$ cat src/rtl/reanimator_multi.sv
// rtl/reanimator_multi.sv - multi-channel reanimator: counts stimulus rising edges while the plant is DEAD
// and emits a registered one-cycle pulse at the limit, followed by a lockout.
module reanimator_multi #(
  parameter int          NUM_CH          = 2,
  parameter int          COUNTER_WIDTH   = 4,
  parameter int          COUNTER_LIMIT   = 4,
  parameter logic [1:0]  DEAD_STATE      = 2'b11,
  parameter int          DECAY_CYCLES    = 16,
  parameter int          COOLDOWN_CYCLES = 8
) (
  input  logic                     clk,
  input  logic                     rst,
  input  logic [NUM_CH-1:0]        stimulus,
  input  logic [1:0]               state,
  output logic [COUNTER_WIDTH-1:0] count,
  output logic                     reanimated,
  output logic                     busy
);

  localparam int NW  = $clog2(NUM_CH + 1);
  // Wide enough that count + popcount can never wrap before saturation.
  localparam int SW  = COUNTER_WIDTH + NW;
  localparam int DW  = (DECAY_CYCLES > 0) ? $clog2(DECAY_CYCLES + 1) : 1;
  localparam int CDW = (COOLDOWN_CYCLES > 0) ? $clog2(COOLDOWN_CYCLES + 1) : 1;

  typedef enum logic [1:0] {S_IDLE, S_ARMED, S_FIRE, S_COOL} fsm_t;

  fsm_t                     fsm_q, fsm_d;
  logic [NUM_CH-1:0]        stim_q;
  logic [COUNTER_WIDTH-1:0] count_q, count_d;
  logic [DW-1:0]            dtmr_q, dtmr_d;
  logic [CDW-1:0]           ctmr_q, ctmr_d;
  logic                     fire_q, busy_q;
  logic [NUM_CH-1:0]        edge_w;
  logic [NW-1:0]            n_w;
  logic [SW-1:0]            sum_w;

  always_comb begin
    edge_w = stimulus & ~stim_q;
    n_w    = '0;
    for (int i = 0; i < NUM_CH; i++) begin
      n_w = n_w + NW'(edge_w[i]);
    end
    sum_w = SW'(count_q) + SW'(n_w);
  end

  always_comb begin
    fsm_d   = fsm_q;
    count_d = count_q;
    dtmr_d  = dtmr_q;
    ctmr_d  = ctmr_q;
    case (fsm_q)
      S_IDLE: begin
        count_d = '0;
        dtmr_d  = '0;
        ctmr_d  = '0;
        if (state == DEAD_STATE) fsm_d = S_ARMED;
      end
      S_ARMED: begin
        if (state != DEAD_STATE) begin
          fsm_d   = S_IDLE;
          count_d = '0;
          dtmr_d  = '0;
        end else if (n_w != '0) begin
          dtmr_d = '0;
          if (sum_w >= SW'(COUNTER_LIMIT)) begin
            count_d = COUNTER_WIDTH'(COUNTER_LIMIT);
            fsm_d   = S_FIRE;
          end else begin
            count_d = sum_w[COUNTER_WIDTH-1:0];
          end
        end else if (DECAY_CYCLES > 0) begin
          if (dtmr_q == DW'(DECAY_CYCLES - 1)) begin
            dtmr_d = '0;
            if (count_q != '0) count_d = count_q - COUNTER_WIDTH'(1);
          end else begin
            dtmr_d = dtmr_q + DW'(1);
          end
        end
      end
      S_FIRE: begin
        count_d = '0;
        dtmr_d  = '0;
        ctmr_d  = '0;
        fsm_d   = (COOLDOWN_CYCLES > 0) ? S_COOL : S_IDLE;
      end
      S_COOL: begin
        count_d = '0;
        if (ctmr_q == CDW'(COOLDOWN_CYCLES - 1)) begin
          ctmr_d = '0;
          fsm_d  = S_IDLE;
        end else begin
          ctmr_d = ctmr_q + CDW'(1);
        end
      end
      default: fsm_d = S_IDLE;
    endcase
  end

  // Pulse and busy are registered from the next state so they align with it.
  always_ff @(posedge clk) begin
    if (rst) begin
      fsm_q   <= S_IDLE;
      stim_q  <= '0;
      count_q <= '0;
      dtmr_q  <= '0;
      ctmr_q  <= '0;
      fire_q  <= 1'b0;
      busy_q  <= 1'b0;
    end else begin
      fsm_q   <= fsm_d;
      stim_q  <= stimulus;
      count_q <= count_d;
      dtmr_q  <= dtmr_d;
      ctmr_q  <= ctmr_d;
      fire_q  <= (fsm_d == S_FIRE);
      busy_q  <= (fsm_d == S_FIRE) || (fsm_d == S_COOL);
    end
  end

  assign count      = count_q;
  assign reanimated = fire_q;
  assign busy       = busy_q;

endmodule

$ cat config.mk
export PLATFORM = sky130hd
export DESIGN_NAME = reanimator_multi
export DESIGN_NICKNAME = d
export VERILOG_FILES = /design/src/rtl/reanimator_multi.sv
export SDC_FILE = /design/constraint.sdc
export NUM_CORES = 1
export LEC_CHECK = 0
export CORE_MARGIN = 5
export CORE_UTILIZATION = 45
export DETAILED_ROUTE_END_ITERATION = 16
export PLACE_DENSITY = 0.71
export SYNTH_ARGS = -nofsm -noshare
export SYNTH_HDL_FRONTEND = slang
export SYNTH_SLANG_ARGS = --single-unit
$ cat constraint.sdc
create_clock -name clk -period 2.75 [get_ports clk]
set_input_delay 0.6875 -clock clk [delete_from_list [all_inputs] [get_ports clk]]
set_output_delay 0.6875 -clock clk [all_outputs]
set_load 0.03 [all_outputs]
Word level (Yosys, flattened, before mapping) --
Cells that the tools add are included.
Word-level totals: input port bits 6, bits in latches 0, memory bits (writable) 0, memories kept 0, output and inout port bits 6, flip-flop bits (word level) 19, ROM bits 0
Operators by class: equality and inequality tests 11, multipliers 0, mux-type cells 18, bitwise logic cells 2, add/sub/neg operators 5, divide/modulo/power cells 0, reduce and logical (&&, ||, !) cells 9, shifts and indexed selects 0, magnitude comparators 1
Operator list (number):
- $mux 4 | 6
- $pmux 4 s2 | 2
- $mux 5 | 3
- $eq 2x2->1 const B | 5
- $mux 2 | 5
- $pmux 5 s2 | 1
- $ne 4x4->1 const B | 2
- $pmux 2 s4 | 1
- $reduce_bool 2->1 | 3
- $add 4x2->5 | 1
- $add 5x1->5 const B | 1
- $eq 5x4->1 const B | 1
- $ge 5x3->1 const B | 1
- $add 4x1->4 const B | 1
- $eq 4x3->1 const B | 1
- $reduce_bool 4->1 | 1
- $sub 4x1->4 const B | 1
- $reduce_or 3->1 | 1
- $add 1x1->2 | 1
- $and 2x2->2 | 1
- $eq 2x1->1 const B | 1
- $logic_not 2->1 | 1
- $ne 2x2->1 const B | 1
- $not 2->2 | 1
- 3 further kinds | 3

Depth between registers and ports, before layout --
Gate-level depths: netlist of run 1.
word-level depth 11, mapped depth 10, gate-level depth less buffers 10

Worst setup path after synthesis of run 1 --
No wires, ideal clock.
path type input -> register, start input stimulus[0], end register count_q[2], in the netlist count[2], setup slack 0.217 ns, setup time 0.103 ns, stages 9, arrival 2.429 ns, cell sequence nor2b_1 > ha_1 > ha_1 > inv_1 > fa_1 > nor2b_1 > a21oi_1 > o21bai_1 > a2111oi_2
Between the ends: word-level cells in the longest chain between the ends 8
RTL lines:
- start, declared | RTL line 13 | input logic [NUM_CH-1:0] stimulus,
- $and 2x2->2 * | RTL line 39 | edge_w = stimulus & ~stim_q;
- $add 1x1->2 * | RTL line 42 | n_w = n_w + NW'(edge_w[i]);
- $add 4x2->5 | RTL line 44 | sum_w = SW'(count_q) + SW'(n_w);
- $ge 5x3->1 | RTL line 66 | if (sum_w >= SW'(COUNTER_LIMIT)) begin
- $mux 4 | RTL line 66
- $mux 4 | RTL line 64 | end else if (n_w != '0) begin
- $mux 4 | RTL line 60 | if (state != DEAD_STATE) begin
- $pmux 4 s2 | RTL line 52 | case (fsm_q)
- end signal, assigned | RTL line 113 | count_q <= count_d;
- end, declared | RTL line 30 | logic [COUNTER_WIDTH-1:0] count_q, count_d;
Every way passes the cells marked *; elsewhere a longest branch is shown, timed or not. A chain may end at the register's enable or synchronous reset.

Worst setup path in the final report of run 1 --
start input stimulus[0], end register count_q[0], in the netlist count[0]
The elaborated chain is that of the path after synthesis.

==> results of run 1 <==
[final cells by class]
class	count	area (um^2)	area share, %
clock buffers	4	36.28	2.880
inverters	8	30.03	2.383
multi-input cells	88	643.1	51.04
flip-flops and latches	18	360.3	28.60
well taps	28	35.03	2.781
repair buffers	17	155.1	12.31
[layer usage]
metal / vias up / share of wire, % / track usage (%)
met1: 417 / 44 / 14.06
met4: 0 / 3.3 / 8.609
li1: 451 / - / -
met5: - / 0 / 0
met2: 15 / 49 / 23.71
met3: 8 / 3.9 / 5.345
[metrics by stage]
step | hold slack (ns) | setup slack, ns | std cells | util (%)
after floorplan | 0.4302 | 0.2175 | 118 | -
after global placement | 0.4457 | -0.1915 | 158 | 54.41
after detailed placement | 0.4506 | -0.2905 | 158 | 54.41
after CTS | 0.4682 | 0.05089 | 162 | 56.05
after global routing | 0.4959 | 0.01448 | 163 | 56.96
final | 0.4624 | 0.1080 | 163 | 56.96
[power by group]
group	internal (mW)	total, mW	switching [mW]
logic	0.0188	0.0355	0.0167
clock network	0.0809	0.169	0.0884
registers	0.263	0.265	0.00236
total	0.363	0.470	0.107
[placed cells by master (no fill, tap or decap), types with 2 or more instances in the layout]
| cell type | netlist | routed |
|---|---|---|
| nand3b_1 | 3 | 3 |
| dfxtp_1 | 18 | 18 |
| xnor2_1 | 2 | 2 |
| clkbuf_4 | 0 | 3 |
| nor3_2 | 2 | 2 |
| ha_1 | 8 | 7 |
| a22o_1 | 2 | 2 |
| nor2b_1 | 7 | 6 |
| clkdlybuf4s50_1 | 0 | 11 |
| o21ai_1 | 3 | 3 |
| buf_4 | 2 | 6 |
| mux2i_1 | 2 | 2 |
| nor2_1 | 9 | 9 |
| inv_1 | 8 | 8 |
| a21oi_1 | 9 | 9 |
| o21ai_0 | 2 | 2 |
| nand2_1 | 6 | 6 |
| nand3_1 | 5 | 5 |
| nand2b_1 | 7 | 7 |
| or3_1 | 2 | 2 |
| nor4b_1 | 2 | 2 |
| nor3_1 | 3 | 3 |
[state kept, by name, indices dropped and copies added, names as in the netlist]
register	count
fsm_q	2
reanimated	1
count	4
stim_q	2
dtmr_q	5
ctmr_q	4
[cell families after synthesis]
family                   Yosys count  synth area share [%]
AND/OR/NAND/NOR                   51                 29.82
multiplexers                       2                 1.916
flip-flops                        18                 34.49
adder cells (fa/ha/maj)            9                 11.50
AO/OA/AOI/OAI                     23                 14.61
buffers and inverters             12                 5.149
XOR/XNOR                           3                 2.515
[tightest hold or removal path: cells and delay by family, from the launching register on]
kind | cells | cell delay [ns]
DFF | 1 | 0.33
AOI/OAI and AO/OA | 1 | 0.04
and+or+nand+nor | 1 | 0.07
[repair_timing]
action	4_1_cts	5_1_grt
gates resized for setup	0	4
setup buffers	0	1
setup endpoints to repair	0	5
[worst max path at each step]
| stage | startpoint | end | slack [ns] |
|---|---|---|---|
| after global placement | stimulus[0] | count[0] | -0.19 |
| final | stimulus[0] | count[0] | 0.11 |
| after detailed placement | stimulus[0] | count[0] | -0.29 |
| after CTS | stimulus[0] | count[0] | 0.05 |
| after global routing | stimulus[0] | count[0] | 0.01 |
| after floorplan | stimulus[0] | count[2] | 0.22 |
==> metrics, run 1 <==
outcome finished, final reports clean; synth top area cells dfxtp_1, ha_1, a21oi_1; hold worst-path end dtmr_q[4]; share of post-route cells with drive strength above 1 13.33%; register area share after synthesis 34.49%; first-pass GRT wire length 3546 um; Final TNS setup 0 ns; CTS max path bufs 2; Detailed Routing Iterations Pass 1 4; Buf+Inv Stages, Crit Path 3; critical path type in -> reg; cell accounting for the most synthesized area dfxtp_1; Synth-to-Final Area Change 20.60%; H-tree Lvls 1; Worst Skew 0.004382 ns; Final Hold Viols 0; worst path arrival time 2.85 ns; post-DR wirelength/cell 13.05 um; Critical Path Sink Type flip-flop; Yosys top cell area share 34.49%; asr flop ratio synth 0%; Crit path depth 11; number of global-route vias before repair 863; CTS clock-pin slew for the worst setup and hold paths 0.11 ns; Worst R2R Setup Slack 0.57 ns; Primary FF master, synth dfxtp_1; CP Cell Sequence clkdlybuf4s50_1, nor2b_4, ha_1, ha_2, inv_1, fa_2, nor2b_1, a21oi_1, buf_4, nor3_2, a22o_1; core area 2212 um^2; GP Congestion 0.7589; Hold Buf Count CTS 0; largest net degree at the start of global routing 14; Die Width 58.19 um; total clock sinks 18; depth of the most critical reg-to-reg path 11; total die area 3385 um^2; peak supply drop 0.3237 mV; origin of the critical flop-to-flop path stim_q[1]; Fillers 197; Yosys reg bits 18; fin area 1260 um^2; vias per cell 5.466; Mean Syn Cell Area 8.854 um^2; final wirelength 2127 um; Hold Crit Start dtmr_q[4]; ANT nets after route 0; Max-slew headroom 73.29%; pwr dens 373.2 nW/um^2; Mapped Nets 133; DR iter-0 viols 13; DRC viols 0; RR Endpoint count[0]; I/O pins 12; Tmin final 2.642 ns; CP max-delay cell clkdlybuf4s50_1; crit-path max FO 4; Req. time, crit path 2.96 ns; chip height 58.19 um; Initial Util 47.23%; HPWL Detailed 1644 um; root buf cell clkbuf_4; FMAX 378.5 MHz; Post-synth EDFFs 0; total vias in the final route 891; slew at the pin closest to its max-slew limit 0.3976 ns; Max Cap Viol 0; Post-Syn Instances 118; Cell Rows 17; CP top delay family adder cells; final worst-path cycle share 96.07%; synth unique cells 36; initial antenna violation count 0; Mapped Area 1045 um^2; Port Buffers 11; total congestion overflow 0; GRT Total Usage 13.85%; Post-DP Area 1204 um^2; Hold Path Depth 2; Final setup viols 0; yosys synthesis warning count 0; diodes inserted 0; TritonCTS Buffers 3; clock latency on the worst-skew pair 0.31 ns; most instantiated cells after synthesis dfxtp_1, a21oi_1, nor2_1; Tot Pwr 470.2 uW; crit start category primary input; max-slew violation count 0; Worst path max stage delay 0.42 ns; leakage 0.4847 nW; RSZ-0062 raised after global routing false; CTS tree built; Final nets 151; HP Class reg -> reg; count leader, synth dfxtp_1
Power figures use the tool's default switching activity.
==> run 2: changes to the inputs <==
SETUP_SLACK_MARGIN = 0.3   (was not set)
==> metrics, run 2 (synthesized netlist as in run 1, its figures left out) <==
outcome finished, final reports clean; crit-path max FO 4; most used cell, CP buf_4; chip height 58.19 um; Initial Util 47.23%; CP max-delay cell fa_2; Critical Path Sink Type flip-flop; diodes inserted 0; Tmin final 2.401 ns; Hold Crit Start dtmr_q[4]; first-pass GRT wire length 3546 um; number of global-route vias before repair 814; critical path type in -> reg; RSZ-0062 raised after global routing false; Post-DP Area 1195 um^2; DR iter-0 viols 17; Final Hold Viols 0; origin of the critical flop-to-flop path stim_q[1]; pwr dens 339.4 nW/um^2; Detailed Routing Iterations Pass 1 4; DRC viols 0; initial antenna violation count 0; CTS clock-pin slew for the worst setup and hold paths 0.10 ns; Worst Skew 0.001478 ns; post-DR wirelength/cell 13.72 um; largest net degree at the start of global routing 14; I/O pins 12; peak supply drop 0.2714 mV; depth of the most critical reg-to-reg path 13; Crit path depth 13; worst path arrival time 2.60 ns; total clock sinks 18; total die area 3385 um^2; Req. time, crit path 2.95 ns; number of flip-flops in the largest register 5; slew at the pin closest to its max-slew limit 0.3698 ns; vias per cell 5.534; Largest Register dtmr_q; leakage 0.4968 nW; root buf cell clkbuf_4; FMAX 416.5 MHz; GRT Total Usage 13.38%; HP Class reg -> reg; hold worst-path end dtmr_q[4]; share of post-route cells with drive strength above 1 17.78%; Worst R2R Setup Slack 0.59 ns; max-slew violation count 0; Die Width 58.19 um; final worst-path cycle share 87.30%; Final TNS setup 0 ns; Max-slew headroom 75.00%; Synth-to-Final Area Change 23.59%; Final nets 152; commonest non-fill, non-tap cell in the layout dfxtp_1; GP Congestion 0.7760; core area 2212 um^2; fin area 1291 um^2; Buf+Inv Stages, Crit Path 5; Hold Buf Count CTS 0; ANT nets after route 0; CP Cell Sequence dlygate4sd2_1, nor2b_4, ha_4, ha_4, inv_2, fa_2, nor2b_2, a21oi_2, buf_4, buf_4, buf_4, nor2_2, nor2_1; Worst path max stage delay 0.37 ns; final wirelength 2237 um; TritonCTS Buffers 3; Max Cap Viol 0; Cell Rows 17; CP top delay family adder cells; most frequent cells in the layout dfxtp_1, clkdlybuf4s50_1, a21oi_1, nor2_1; crit start category primary input; total vias in the final route 902; RR Endpoint reanimated; HPWL Detailed 1592 um; Hold Path Depth 2; CTS tree built; Port Buffers 11; CTS max path bufs 2; total congestion overflow 0; H-tree Lvls 1; Final setup viols 0; clock latency on the worst-skew pair 0.29 ns
run 2: layout make-up:
class | instances | area [um^2]
Sequential cell | 18 | 360.3
Clock buffer | 3 | 22.52
Inverter | 8 | 30.03
Tap cell | 28 | 35.03
Fill cell | 210 | 920.9
Multi-Input combinational cell | 88 | 681.9
Timing Repair Buffer | 18 | 161.4
run 2: where the power goes:
group,switching [mW],leakage [nW],internal (mW)
Sequential,0.00233,0.146,0.263
Clock,0.0815,0.0138,0.0510
Combinational,0.0197,0.337,0.0210
Total,0.103,0.497,0.335
run 2: how the worst max path moves through the flow:
stage	startpoint	to
3_5_place_dp	stimulus[0]	count[2]
3_3_place_gp	stimulus[0]	count[2]
4_1_cts	stimulus[0]	reanimated
5_1_grt	stimulus[1]	reanimated
2_1_floorplan	stimulus[0]	count[2]
6_report	stimulus[0]	reanimated
run 2: metal layers:
layer  share of wire, %  global-route usage (%)  vias up
met5                  0                       0        -
met4                  0                   3.974        0
met3                3.4                   2.673        0
met2                 52                   23.23       21
met1                 45                   16.60      429
li1                   -                       -      452
run 2: timing repair:
item                                    in CTS  in global routing
buffers inserted                             4                  0
endpoints found under the setup margin       5                  5
pin swaps                                    3                  3
gates resized for setup                      6                  7
run 2: worst reg2reg max path: stages (launching register included):
cell	delay [ns]
dfxtp_1	0.31
nand2b_1	0.14
inv_1	0.09
ha_4	0.27
ha_4	0.13
inv_2	0.04
fa_2	0.37
nor2b_2	0.15
a21oi_2	0.07
buf_4	0.14
buf_4	0.12
buf_4	0.12
nor2_2	0.07
nor2_1	0.04
run 2: per-stage QoR:
stage	cells	hold slack (ns)	power (mW)	utilization, %	setup WS [ns]
final	163	0.4645	0.4382	58.37	0.3493
after global placement	156	0.4463	0.3031	54.02	-0.1215
after floorplan	118	0.4302	0.2888	-	0.3389
after global routing	163	0.5113	0.4549	58.37	0.2902
after detailed placement	156	0.4550	0.3040	54.02	-0.1918
after CTS	163	0.4690	0.4352	56.73	0.3092
==> run 3: changes to the inputs <==
CORE_MARGIN = 3   (was 5)
==> metrics, run 3 (synthesized netlist as in run 1, its figures left out) <==
multi-input logic area 699.4 um^2; Max Cap Viol 0; Gate power share 9.1%; Fillers 185; Initial Util 50.18%; final wirelength 2058 um; Die Width 54.19 um; Clk pwr share 29.7%; CTS clock-pin slew for the worst setup and hold paths 0.10 ns; CP max-delay cell fa_2; DRC viols 0; peak supply drop 0.2586 mV; core area 2082 um^2; Worst path max stage delay 0.36 ns; Final nets 151; critical path type in -> reg; total die area 2936 um^2; Final TNS setup 0 ns; first-pass GRT wire length 3422 um; final core utilization 62.44%; slew at the pin closest to its max-slew limit 0.3964 ns; vias per cell 5.478; net switching fraction of the power 22.78%; TritonCTS Buffers 3; total clock sinks 18; Final Non-Filler Cells 161; GRT Total Usage 16.39%; HPWL Detailed 1542 um; worst path arrival time 2.54 ns; number of flip-flops in the largest register 5; initial antenna violation count 0; H-tree Lvls 1; Detailed Routing Iterations Pass 1 4; Req. time, crit path 2.94 ns; Post-DP Area 1194 um^2; fin area 1300 um^2; Tot Pwr 433.3 uW; root buf cell clkbuf_4; share of post-route cells with drive strength above 1 18.66%; total congestion overflow 0; RSZ-0062 raised after global routing false; Final setup viols 0; CTS tree built; sw power 98.74 uW; Critical Path Sink Type flip-flop; diodes inserted 0; DR iter-0 viols 9; most frequent cells in the layout dfxtp_1, nor2_1, clkdlybuf4s50_1; Largest Register dtmr_q; largest net degree at the start of global routing 14; total vias in the final route 882; max-slew violation count 0; I/O pins 12; placed insts 155; number of global-route vias before repair 793; crit-path max FO 3; Hold Buf Count CTS 0; Seq. cell area 360.3 um^2; sequential power share 61.2%; outcome finished, final reports clean; internal power 334.6 uW; HP Class reg -> reg; Cell Rows 16; chip height 54.19 um; crit start category primary input; Min Hold Slack 0.4678 ns; Final Hold Viols 0; post-DR wirelength/cell 12.78 um; leakage 0.4834 nW; ANT nets after route 0; Tmin final 2.347 ns; Max-slew headroom 73.54%; CTS max path bufs 2; CP Cell Sequence dlygate4sd2_1, nor2b_4, ha_4, ha_4, inv_2, fa_2, nor2b_4, a21oi_4, o21bai_1, a2111oi_2; Setup WS pre-CTS -0.1974 ns; Worst Skew 0.001479 ns; Port Buffers 11; final worst-path cycle share 85.36%; Final WS setup 0.4027 ns; pwr dens 333.3 nW/um^2; FMAX 426.0 MHz; commonest non-fill, non-tap cell in the layout dfxtp_1; GP Congestion 0.8461; clock latency on the worst-skew pair 0.29 ns; Synth-to-Final Area Change 24.43%
==> run 3: cell types whose count changed in the layout (fill, tap and decap cells not counted), sizes merged <==
cell	delta
buf	-1
==> run 3: critical path, delay by kind of cell <==
| family | cells | cell delay [ns] |
|---|---|---|
| fa+ha+maj | 3 | 0.75 |
| compound gates | 3 | 0.54 |
| simple gates | 2 | 0.29 |
| buf+inv | 2 | 0.27 |
==> run 3: timing repair <==
action / 4_1_cts / 5_1_grt
endpoints found under the setup margin: 5 / 5
gates resized for setup: 11 / 5
pin swaps: 4 / 5
setup buffers: 3 / 0
==> run 3: routing by layer <==
metal,global-route usage [%],wire length [um]
met3,3.324,43
met2,25.90,1003
met1,20.70,979
met5,0,0
met4,8.714,31
==> run 3: worst paths after layout <==
kind,start,end,slack [ns],cells after the start
max,stimulus[0],count[2],0.40,10
max reg2reg,stim_q[1],count[2],0.67,10
min reg2reg,dtmr_q[4],dtmr_q[4],0.47,2
min,dtmr_q[4],dtmr_q[4],0.47,2
==> run 3: cell type report <==
type                    instances  share of cell area, %
multi-input cells              88                  53.80
flip-flops and latches         18                  27.72
repair buffers                 17                  11.84
well taps                      27                  2.599
inverters                       8                  2.310
clock buffers                   3                  1.732
==> run 3: power by group through the flow <==
stage               Clock [mW]  Sequential [mW]  Combinational, mW
floorplan                    0            0.270             0.0193
global placement             0            0.271             0.0321
detailed placement           0            0.271             0.0328
CTS                      0.134            0.265             0.0391
global route             0.144            0.266             0.0433
finish                   0.129            0.265             0.0393
==> RTL edit 1: new RTL, flow settings as in run 2 <==
The parameter `COOLDOWN_CYCLES` goes from 8 to 16.
--- a/src/rtl/reanimator_multi.sv
+++ b/src/rtl/reanimator_multi.sv
@@ -7,5 +7,5 @@
   parameter logic [1:0]  DEAD_STATE      = 2'b11,
   parameter int          DECAY_CYCLES    = 16,
-  parameter int          COOLDOWN_CYCLES = 8
+  parameter int          COOLDOWN_CYCLES = 16
 ) (
   input  logic                     clk,
Check against the original RTL: no difference found for any inputs over 10 cycles, from zero or initial values and one cycle with rst high; that may be too few to reach the edited logic, so the function may still have changed.
==> RTL edit 1 against run 2 <==
Sequential cell count rose by 1. Via count fell by 2.9%. Worst setup slack improved by 0.026 ns. Wire length fell by 9.2%. Count of clock-buffer cells in the layout rose by 1. Total power rose by 5.5%. Design area fell by 1.4%. Fmax rose by 1.1%. Synthesized area fell by 0.96%.
==> RTL edit 1: results <==
{
  "status": "finished clean",
  "critPathMaxFanout": 4,
  "gr-usage-all-layers": 0.127,
  "firstDrtPassIters": 4,
  "synthTopCellsByCount": "dfxtp_1 (19), nor2_1 (9), ha_1 (8), nand3_1 (8)",
  "cts_buffer_depth": 2,
  "antenna_found_initial": 0,
  "grt_pass1_vias": 785,
  "irDropWorstVdd_mv": 0.312,
  "synthTopCellsByArea": "dfxtp_1 (37%), ha_1 (9.7%), nand3_1 (3.9%)",
  "synth-async-reset-ratio": 0,
  "final_nets": 147,
  "grt_max_degree": 17,
  "fillers": 215,
  "yosysSeqAreaShare": 0.368,
  "r2r_slack_ns": 0.66,
  "port_buffers": 11,
  "cap_violations": 0,
  "syn_nets": 130,
  "hp-class": "reg2reg",
  "cts_root_buf": "clkbuf_4",
  "placed_cell_area_um2": 1190,
  "drt_wl_total_um": 2030,
  "synth_cell_types": 41,
  "total_leakage_power_nw": 0.436,
  "place_congestion": 0.745,
  "drive_gt1_frac": 0.183,
  "via_per_inst": 5.51,
  "antenna_cells": 0,
  "cts_buffers": 3,
  "yosys_warnings": 0,
  "dr.first_iter.drc_count": 20,
  "clkSlewWorstSetupHoldPaths_ns": 0.10,
  "whs_ns": 0.477,
  "crit_arrival_ns": 2.56,
  "min_path_cells": 1,
  "tightest_slew_ns": 0.391,
  "dpl.hpwl_um": 1570,
  "r2r_cells": 10,
  "critPathMaxStageDelay_ns": 0.34,
  "skew_ns": 0.00467,
  "grt_pass1_wl_um": 3390
}
[RTL edit 1: kinds of logic (layout without fill, tap and decap cells)]
kind of cell,count (synthesis),after routing,share of synthesized area
and+or+nand+nor,47,47,0.265
AOI/OAI and AO/OA,22,22,0.145
DFF,19,19,0.368
buffers and inverters,12,28,0.0484
adders and majority gates,9,9,0.116
muxes,4,4,0.0411
xor gates and xnor gates,2,2,0.0169
[RTL edit 1: worst reg2reg max path: stages, from the launching register on]
cell and delay (ns):
dfxtp_1 0.31, nand2b_1 0.12, inv_2 0.05, ha_4 0.26
ha_4 0.12, inv_2 0.03, fa_2 0.34, nor3b_2 0.16
a211o_1 0.33, o211ai_1 0.13, o21ai_1 0.11
[RTL edit 1: metrics by stage]
stage / utilization / worst slack, ns / instances / power (W)
CTS: 0.575 / 0.312 / 159 / 0.000475
global placement: 0.536 / -0.163 / 153 / 0.000328
global route: 0.576 / 0.309 / 159 / 0.000491
floorplan: - / 0.314 / 115 / 0.000310
detailed placement: 0.536 / -0.220 / 153 / 0.000328
finish: 0.576 / 0.375 / 159 / 0.000462
[RTL edit 1: path summary, 6_finish.rpt]
kind,start,endpoint
max,stimulus[0],count[1]
min,ctmr_q[4],ctmr_q[4]
max reg2reg,stim_q[1],count[1]
min reg2reg,ctmr_q[4],ctmr_q[4]
[RTL edit 1: timing repair]
| action | in CTS | in global routing |
|---|---|---|
| cloned | 0 | 0 |
| gates resized for setup | 13 | 2 |
| pin swaps | 4 | 4 |
| setup buffers | 2 | 0 |
| endpoints found under the setup margin | 6 | 4 |
[RTL edit 1: layer usage]
layer  part of all wire  GRT usage  vias to the layer above
met3              0.040     0.0267                        2
met5                  0          0                        -
li1                   -          -                      444
met1               0.47      0.158                      412
met2               0.48      0.213                       18
met4             0.0069     0.0497                        0
[RTL edit 1: power breakdown]
| part | internal [W] | leakage, nW | switching [W] |
|---|---|---|---|
| clock network | 0.0000563 | 0.0150 | 0.0000776 |
| logic | 0.0000258 | 0.266 | 0.0000222 |
| registers | 0.000277 | 0.154 | 0.00000276 |
| total | 0.000360 | 0.436 | 0.000103 |
[RTL edit 1: final cells by class]
class / instances / area, um2 / share of cell area
multi-input combinational: 84 / 651 / 0.511
tap: 28 / 35.0 / 0.0275
inverter: 7 / 26.3 / 0.0206
timing repair buffer: 17 / 154 / 0.121
sequential: 19 / 382 / 0.300
clock buffer: 4 / 26.3 / 0.0206
==> RTL edit 2: new RTL, flow settings as in run 2 <==
Without the edit above. Put one more register stage on the output `count`, cleared by the reset. The value now appears one clock later. The other outputs are not delayed to match.
--- a/src/rtl/reanimator_multi.sv
+++ b/src/rtl/reanimator_multi.sv
@@ -119,5 +119,11 @@
   end
 
-  assign count      = count_q;
+  always_ff @(posedge clk) begin
+    if (rst) begin
+      count <= '0;
+    end else begin
+      count <= count_q;
+    end
+  end
   assign reanimated = fire_q;
   assign busy       = busy_q;
Check against the original RTL: not equivalent (Yosys sat finds a counterexample within 4 cycles, from zero or initial values and one cycle with rst high).
==> RTL edit 2 against run 2 <==
Clock power is 89% higher. Sequential cell count rose by 4. Non-clock buffer count decreased by 3. Synthesized area up 3.6%. Worst setup slack improved by 0.012 ns. Design area up 5.1%. Wire length down 7.6%. Fmax increased by 0.51%. Die area is 3.0% higher. Core utilization is 1.8 points higher. Critical path depth decreased by 2. Synthesized cell count down 3.4%. Total power rose by 40%. Final cell count fell by 3.1%. Highest routed layer is now met4.
==> RTL edit 2: results <==
{
  "drive_gt1_frac": 0.185,
  "dr.first_iter.drc_count": 23,
  "setup.worst_path.start": "stimulus[1]",
  "drt_wl_total_um": 2070,
  "final_nets": 146,
  "grt_pass1_wl_um": 3550,
  "dpl.hpwl_um": 1470,
  "r2r-start": "stim_q[1]",
  "place_congestion": 0.865,
  "cts_setup_buffers": 0,
  "synthTopCellsByArea": "dfxtp_1 (41%), ha_1 (9.2%), nand3b_1 (4.2%)",
  "synth.avg_cell_area_um2": 9.49,
  "clkSlewWorstSetupHoldPaths_ns": 0.12,
  "r2r_cells": 10,
  "largest_reg_flops": 5,
  "r2r_slack_ns": 0.62,
  "gr-usage-all-layers": 0.138,
  "grt_pass1_vias": 821,
  "critPathMaxStageDelay_ns": 0.36,
  "slew_headroom": 0.660,
  "status": "finished clean",
  "total_leakage_power_nw": 0.516,
  "vias": 835,
  "syn_nets": 129,
  "insertion_delay_ns": 0.31,
  "firstDrtPassIters": 4,
  "via_per_inst": 5.28,
  "yosysSeqAreaShare": 0.407,
  "port_buffers": 11,
  "cts_buffer_depth": 2,
  "synthTopCellsByCount": "dfxtp_1 (22), inv_1 (10), ha_1 (8), nor2_1 (8)",
  "synth-async-reset-ratio": 0,
  "critPathMaxFanout": 4,
  "ys.flop_type": "dfxtp_1",
  "skew_ns": 0.00227,
  "crit_arrival_ns": 2.65,
  "yosysMostFrequentCell": "dfxtp_1",
  "irDropWorstVdd_mv": 0.313,
  "cts-resized-gates": 9,
  "grt_max_degree": 14,
  "synth_cell_types": 38,
  "setup.worst_path.end": "fsm_q[0]"
}
[RTL edit 2: cell types whose count changed after synthesis, sizes merged, moves of 3 or more]
cell	delta
nand2b	-4
nor3	-5
nand3b	+3
dfxtp	+4
inv	+3
[RTL edit 2: logic make-up after synthesis]
logic type	count (synthesis)	synth area share
compound gates	21	0.142
xor+xnor	4	0.0324
fa+ha+maj	9	0.111
buf+inv	14	0.0509
flops	22	0.407
mux	1	0.00925
simple gates	43	0.247
[RTL edit 2: layout make-up]
cell class / count / area [um2]
timing repair buffer: 15 / 141
clock inverter: 1 / 30.0
sequential: 22 / 442
inverter: 11 / 41.3
multi-input combinational: 78 / 646
tap: 28 / 35.0
fill: 198 / 897
clock buffer: 3 / 22.5
[RTL edit 2: worst min-delay path by stage]
stage	start	to	slack, ns	depth (start not counted)
final	dtmr_q[4]	dtmr_q[4]	0.48	1
after CTS	dtmr_q[4]	dtmr_q[4]	0.49	1
after detailed placement	dtmr_q[4]	dtmr_q[4]	0.47	1
after global placement	ctmr_q[3]	ctmr_q[3]	0.45	2
after global routing	dtmr_q[4]	dtmr_q[4]	0.49	1
after floorplan	ctmr_q[3]	ctmr_q[3]	0.44	2
[RTL edit 2: per-stage QoR]
step / setup slack [ns] / cell area, um2
after floorplan: 0.304 / 1080
after global placement: -0.155 / 1240
after detailed placement: -0.216 / 1240
after CTS: 0.307 / 1330
after global routing: 0.276 / 1360
final: 0.361 / 1360
[RTL edit 2: report_power, final]
group	switching [W]	leakage (nW)	internal (W)
Clock	0.000103	0.0279	0.000147
Sequential	0.00000252	0.178	0.000321
Combinational	0.0000183	0.309	0.0000202
[RTL edit 2: metal layers]
metal	global-route usage	up-vias	wire length (um)
met1	0.162	386	973
met3	0.0305	6	75
met5	0	-	0
li1	-	430	-
met2	0.210	13	961
met4	0.123	0	57
